$ cat config.mk
export PLATFORM = sky130hd
export DESIGN_NAME = aibnd_sync_seq_flat
export DESIGN_NICKNAME = d
export VERILOG_FILES = /design/src/rtl/aibnd_sync_seq_if.sv /design/src/rtl/aibnd_sync_seq.sv /design/src/flat_wrapper.sv
export SDC_FILE = /design/constraint.sdc
export NUM_CORES = 1
export LEC_CHECK = 0
export BUFFER_PORTS_ARGS = -buffer_cell sky130_fd_sc_hd__buf_2
export CELL_PAD_IN_SITES_DETAIL_PLACEMENT = 0
export CELL_PAD_IN_SITES_GLOBAL_PLACEMENT = 2
export CORE_UTILIZATION = 30
export DETAILED_ROUTE_END_ITERATION = 8
export HOLD_SLACK_MARGIN = 0.03
export PLACE_DENSITY_LB_ADDON = 0.2
export SYNTH_ARGS = -nofsm -noshare
export SYNTH_HDL_FRONTEND = slang
export SYNTH_SLANG_ARGS = --single-unit
$ cat constraint.sdc
create_clock -name clk -period 3.7 [get_ports clk]
set_clock_uncertainty 0.15 [all_clocks]
set_input_delay 0.555 -clock clk [delete_from_list [all_inputs] [get_ports clk]]
set_output_delay 0.555 -clock clk [all_outputs]
set_load 0.05 [all_outputs]
$ cat src/rtl/aibnd_sync_seq_if.sv
// Control/status bundle between the sync-bank sequencer (slave) and its controller (master).
interface aibnd_sync_seq_if;
  logic       en;
  logic       scan_req;
  logic [7:0] scan_len;
  logic       rb_out;
  logic       se_n_out;
  logic       sync_valid;
  logic       scan_ack;
  logic       scan_done;
  logic [2:0] state;

  modport master (
    output en, scan_req, scan_len,
    input  rb_out, se_n_out, sync_valid, scan_ack, scan_done, state
  );

  modport slave (
    input  en, scan_req, scan_len,
    output rb_out, se_n_out, sync_valid, scan_ack, scan_done, state
  );
endinterface

$ cat src/rtl/aibnd_sync_seq.sv
// Reset/settle/scan sequencer for a bank of 2-FF synchronizers; all outputs registered.
// Define AIBND_SYNC_SEQ_SCAN_EN to build the scan-shift path (SCAN state, shift counter, pending request).
module aibnd_sync_seq #(
  parameter int RST_CYC    = 4,
  parameter int SETTLE_CYC = 4
) (
  input  logic            clk,
  input  logic            rst,
  aibnd_sync_seq_if.slave bus
);
  typedef enum logic [2:0] {
    IDLE     = 3'd0,
    RST_HOLD = 3'd1,
    SETTLE   = 3'd2,
    RUN      = 3'd3,
    SCAN     = 3'd4
  } state_t;

  localparam logic [7:0] RST_LAST    = 8'(RST_CYC - 1);
  localparam logic [7:0] SETTLE_LAST = 8'(SETTLE_CYC - 1);

  state_t     st_q, st_d;
  logic [7:0] cnt_q, cnt_d;
  logic       rb_q, vld_q;

  function automatic logic [7:0] sat_inc(input logic [7:0] c);
    return (c == 8'hff) ? c : c + 8'd1;
  endfunction

`ifdef AIBND_SYNC_SEQ_SCAN_EN
  logic [8:0] scnt_q, scnt_d;
  logic       pend_q, pend_d;
  logic       se_n_q, ack_q, done_q, done_d;

  // A length of zero encodes the full 256-cycle shift.
  function automatic logic [8:0] scan_count(input logic [7:0] len);
    return (len == 8'd0) ? 9'd256 : {1'b0, len};
  endfunction
`else
  logic unused_scan_inputs;
  assign unused_scan_inputs = ^{bus.scan_req, bus.scan_len};
`endif

  always_comb begin
    st_d  = st_q;
    cnt_d = cnt_q;
`ifdef AIBND_SYNC_SEQ_SCAN_EN
    scnt_d = scnt_q;
    pend_d = pend_q;
    done_d = 1'b0;
`endif
    case (st_q)
      IDLE: begin
        cnt_d = '0;
        if (bus.en) st_d = RST_HOLD;
`ifdef AIBND_SYNC_SEQ_SCAN_EN
        // Scan has priority over a simultaneous enable.
        if (bus.scan_req) begin
          st_d   = SCAN;
          scnt_d = scan_count(bus.scan_len);
        end
`endif
      end
      RST_HOLD: begin
        if (!bus.en) begin
          st_d  = IDLE;
          cnt_d = '0;
        end else if (cnt_q >= RST_LAST) begin
          st_d  = SETTLE;
          cnt_d = '0;
        end else begin
          cnt_d = sat_inc(cnt_q);
        end
      end
      SETTLE: begin
        if (!bus.en) begin
          st_d  = IDLE;
          cnt_d = '0;
        end else if (cnt_q >= SETTLE_LAST) begin
          st_d  = RUN;
          cnt_d = '0;
        end else begin
          cnt_d = sat_inc(cnt_q);
        end
      end
      RUN: begin
        cnt_d = '0;
        if (!bus.en) begin
          st_d = IDLE;
        end
`ifdef AIBND_SYNC_SEQ_SCAN_EN
        else if (bus.scan_req || pend_q) begin
          st_d   = SCAN;
          scnt_d = scan_count(bus.scan_len);
        end
`endif
      end
`ifdef AIBND_SYNC_SEQ_SCAN_EN
      // Shift runs to completion regardless of en; the flops are reseeded afterwards.
      SCAN: begin
        if (scnt_q <= 9'd1) begin
          done_d = 1'b1;
          scnt_d = '0;
          cnt_d  = '0;
          st_d   = bus.en ? RST_HOLD : IDLE;
        end else begin
          scnt_d = scnt_q - 9'd1;
        end
      end
`endif
      default: st_d = IDLE;
    endcase
`ifdef AIBND_SYNC_SEQ_SCAN_EN
    if (bus.scan_req && ((st_q == RST_HOLD) || (st_q == SETTLE))) pend_d = 1'b1;
    if ((st_d == IDLE) || (st_d == SCAN)) pend_d = 1'b0;
`endif
  end

  // Registered outputs decoded from the next state.
  always_ff @(posedge clk or posedge rst) begin
    if (rst) begin
      st_q   <= IDLE;
      cnt_q  <= '0;
      rb_q   <= 1'b0;
      vld_q  <= 1'b0;
`ifdef AIBND_SYNC_SEQ_SCAN_EN
      scnt_q <= '0;
      pend_q <= 1'b0;
      se_n_q <= 1'b1;
      ack_q  <= 1'b0;
      done_q <= 1'b0;
`endif
    end else begin
      st_q   <= st_d;
      cnt_q  <= cnt_d;
      rb_q   <= (st_d == SETTLE) || (st_d == RUN) || (st_d == SCAN);
      vld_q  <= (st_d == RUN);
`ifdef AIBND_SYNC_SEQ_SCAN_EN
      scnt_q <= scnt_d;
      pend_q <= pend_d;
      se_n_q <= (st_d != SCAN);
      ack_q  <= (st_d == SCAN);
      done_q <= done_d;
`endif
    end
  end

  assign bus.rb_out     = rb_q;
  assign bus.sync_valid = vld_q;
  assign bus.state      = st_q;
`ifdef AIBND_SYNC_SEQ_SCAN_EN
  assign bus.se_n_out   = se_n_q;
  assign bus.scan_ack   = ack_q;
  assign bus.scan_done  = done_q;
`else
  assign bus.se_n_out   = 1'b1;
  assign bus.scan_ack   = 1'b0;
  assign bus.scan_done  = 1'b0;
`endif
endmodule

$ cat src/flat_wrapper.sv
// flat-port wrapper written by rule: the top's interface ports become plain ports
module aibnd_sync_seq_flat 
#(
  parameter int RST_CYC    = 4,
  parameter int SETTLE_CYC = 4
)
  (clk, rst, bus_en, bus_scan_req, bus_scan_len, bus_rb_out, bus_se_n_out, bus_sync_valid, bus_scan_ack, bus_scan_done, bus_state);
  aibnd_sync_seq_if bus_i ();
  input  logic clk;
  input  logic rst;
  input wire logic [$bits(bus_i.en)-1:0] bus_en;
  input wire logic [$bits(bus_i.scan_req)-1:0] bus_scan_req;
  input wire logic [$bits(bus_i.scan_len)-1:0] bus_scan_len;
  output wire logic [$bits(bus_i.rb_out)-1:0] bus_rb_out;
  output wire logic [$bits(bus_i.se_n_out)-1:0] bus_se_n_out;
  output wire logic [$bits(bus_i.sync_valid)-1:0] bus_sync_valid;
  output wire logic [$bits(bus_i.scan_ack)-1:0] bus_scan_ack;
  output wire logic [$bits(bus_i.scan_done)-1:0] bus_scan_done;
  output wire logic [$bits(bus_i.state)-1:0] bus_state;
  assign bus_i.en = bus_en;
  assign bus_i.scan_req = bus_scan_req;
  assign bus_i.scan_len = bus_scan_len;
  assign bus_rb_out = bus_i.rb_out;
  assign bus_se_n_out = bus_i.se_n_out;
  assign bus_sync_valid = bus_i.sync_valid;
  assign bus_scan_ack = bus_i.scan_ack;
  assign bus_scan_done = bus_i.scan_done;
  assign bus_state = bus_i.state;
  aibnd_sync_seq #(.RST_CYC(RST_CYC), .SETTLE_CYC(SETTLE_CYC)) u_core (.clk(clk), .rst(rst), .bus(bus_i));
endmodule
==> results_dict.tcl <==
set metrics [dict create \
    synth-seq-area-share_pct 53.5 \
    worstPathMaxFanout 11 \
    synth_adder_area_share_pct 2.06 \
    die_y_um 47.0 \
    fin_crit_sh_pct 47.9 \
    critical_path.endpoint "bus_state[2]" \
    ir_drop_uv 209 \
    drt_first_pass_iters 4 \
    outcome "finished, final reports clean" \
    synth_compound_area_share_pct 13.4 \
    htreeDepth 1 \
    synth_top_area_share_pct 53.5 \
    tritoncts "yes" \
    cts_sinks 13 \
    multi_input_comb_area_sq_um 256 \
    ios 20 \
    leakagePower_uw 0.000333 \
    clock_path_buffers 2 \
    r2r-start "u_core.cnt_q[0]" \
    min_period_ns 1.77 \
    r2r-end "u_core.bus.state[0]" \
    crit_required_ns 2.99 \
    path_cells "buf_2" \
    path_delay_family "flip-flops" \
    post-route-cell-area_sq_um 686 \
    drc 0 \
    finalPower_uw 256 \
    grt_use_total_pct 12.2 \
    synthArstFlopShare_pct 100 \
    synthMuxAreaShare_pct 0 \
    ctsHoldBuffers 0 \
    slowest_delay_ns 0.49 \
    r2r_setup_slack_ns 1.96 \
    dpl.hpwl_um 751 \
    critPathKind "reg2out" \
    core_sq_um 1820 \
    postCtsSetupBuffers 0 \
    wirelength_met1_um 548 \
    grt_pass1_vias 383 \
    yosys.area.top_type "dfrtp_1" \
    wl_met3_um 44 \
    syn_avg_cell_area_sq_um 10.5 \
    finalSetupTns_ns 0 \
    max_freq_ghz 0.564 \
    worstSetupPathDepth 1 \
    rows 15 \
    dr_total_vias 414 \
    routedWlPerCell_um 11.1 \
    wl_met2_um 435 \
    syn_area_sq_um 608 \
    top_layer "met4" \
    placed_area_sq_um 659 \
    crit_arrival_ns 1.07 \
    synth-xor-area-share_pct 1.44 \
    clk_pin_slew_ns 0.08 \
    synth_edf_count 0 \
    setup_viol 0 \
    synthFlopType "dfrtp_1" \
    drive_above_1_share_pct 22.1 \
    die_x_um 47.0 \
    vias_per_cell 4.45 \
    cts_buffers 3 \
    yosysWarnings 0 \
    antenna_found_initial 0 \
    crit_path_start_kind "flip-flop" \
    grt_max_degree 14 \
    ys_ff_latch 13 \
    whs_ns 0.141 \
    drt-initial-drc-count 8 \
    post-route-util_pct 37.7 \
    critPathLaunch "u_core.bus.state[2]" \
    hold_class "in2async" \
    die_area_sq_um 2210 \
    overflow 0 \
    synth_top_family_by_area "simple AND/OR/NAND/NOR gates" \
    rsz0062_at_grt "false" \
    final_antenna_net_count 0 \
    synthCells 58 \
    drv_cap 0 \
    cp_num_buf_inv 1 \
    grt_pass1_wl_mm 1.77 \
    antenna_cells 0 \
    finalMaxSlewViolations 0 \
    portBuffers 7 \
    cts_resized 0 \
    fin_nets 82 \
    critical_path.slowest_cell "dfrtp_1" \
    cp-end-kind "output port" \
    syn_to_final_growth_pct 12.8 \
    r2r_cells 4 \
    gp_congestion 0.740 \
    seqCellArea_sq_um 325 \
    totalWireLength_mm 1.04 \
    start_util_pct 33.4 \
    fillers 202 \
    synthSimpleGateAreaFrac_pct 22.8 \
    yosysUniqueCellTypes 24 \
    root_buffer "clkbuf_4" \
    synth_area_leaders "dfrtp_1, a21oi_1, buf_4, o21ai_0, and2_1" \
    power.density_nw_per_um2 373 \
    final-hold-violation-count 0 \
    insertion_delay_ns 0.27 \
]
[cell usage after synthesis, types with 2 or more instances]
cell type	n
a21oi_1	5
and2_1	3
buf_4	3
conb_1	2
dfrtp_1	13
inv_1	3
nand2_1	5
nand2b_1	2
nor3_1	2
o21ai_0	4
or3_1	3
[final cells by class]
type,count,area share [%]
sequential,13,47.4
multi-input combinational,41,37.4
timing repair buffer,7,5.11
tap,25,4.56
clock buffer,4,3.83
inverter,3,1.64
[metrics by stage]
step	worst slack (ns)	instances
2_1_floorplan	2.03	60
3_3_place_gp	1.97	89
3_5_place_dp	1.95	89
4_1_cts	1.90	93
5_1_grt	1.82	93
6_report	1.93	93
[state kept, by name, summed over array words and instances, names as in the netlist]
signal                 count
u_core.cnt_q               8
u_core.bus.state           3
u_core.bus.rb_out          1
u_core.bus.sync_valid      1
[worst min-delay path by stage]
| stage | slack, ns | to | start |
|---|---|---|---|
| 6_report | 0.14 | u_core.cnt_q[2] | rst |
| 5_1_grt | 0.17 | u_core.bus.sync_valid | rst |
| 4_1_cts | 0.15 | u_core.bus.state[0] | rst |
| 3_5_place_dp | 0.35 | u_core.cnt_q[1] | u_core.cnt_q[1] |
| 3_3_place_gp | 0.34 | u_core.cnt_q[1] | u_core.cnt_q[1] |
| 2_1_floorplan | 0.28 | u_core.bus.rb_out | rst |
[routing by layer]
| metal | up-vias | track usage, % |
|---|---|---|
| li1 | 216 | - |
| met1 | 187 | 16.6 |
| met2 | 9 | 17.2 |
| met3 | 2 | 5.77 |
| met4 | 0 | 3.43 |
| met5 | - | 0 |
[report_power, final]
part	internal [uW]	switching, uW
Sequential	144	2.85
Combinational	4.81	17.8
Clock	41.7	44.5
[layout by cell type, fill, tap and decap left out]
cell type   n
dfrtp_1    13
buf_2       7
nand2_1     5
a21oi_1     5
o21ai_0     4
conb_1      4
or3_1       3
and2_1      3
inv_1       3
clkbuf_4    3
nor3_1      2
nand2b_1    2
nand4b_1    1
nor4_1      1
xor2_1      1
a41oi_1     1
nand4_1     1
or2_2       1
or4_4       1
or3_4       1
o21ai_1     1
nor3_2      1
o211a_1     1
a211oi_2    1
ha_1        1
clkbuf_1    1
[kinds of logic after synthesis]
kind of cell	Yosys count
buffers and inverters	6
adders and majority gates	1
DFF	13
AOI/OAI and AO/OA	13
other	2
xor gates and xnor gates	1
and+or+nand+nor	22
(Power assumes the default switching activity.)
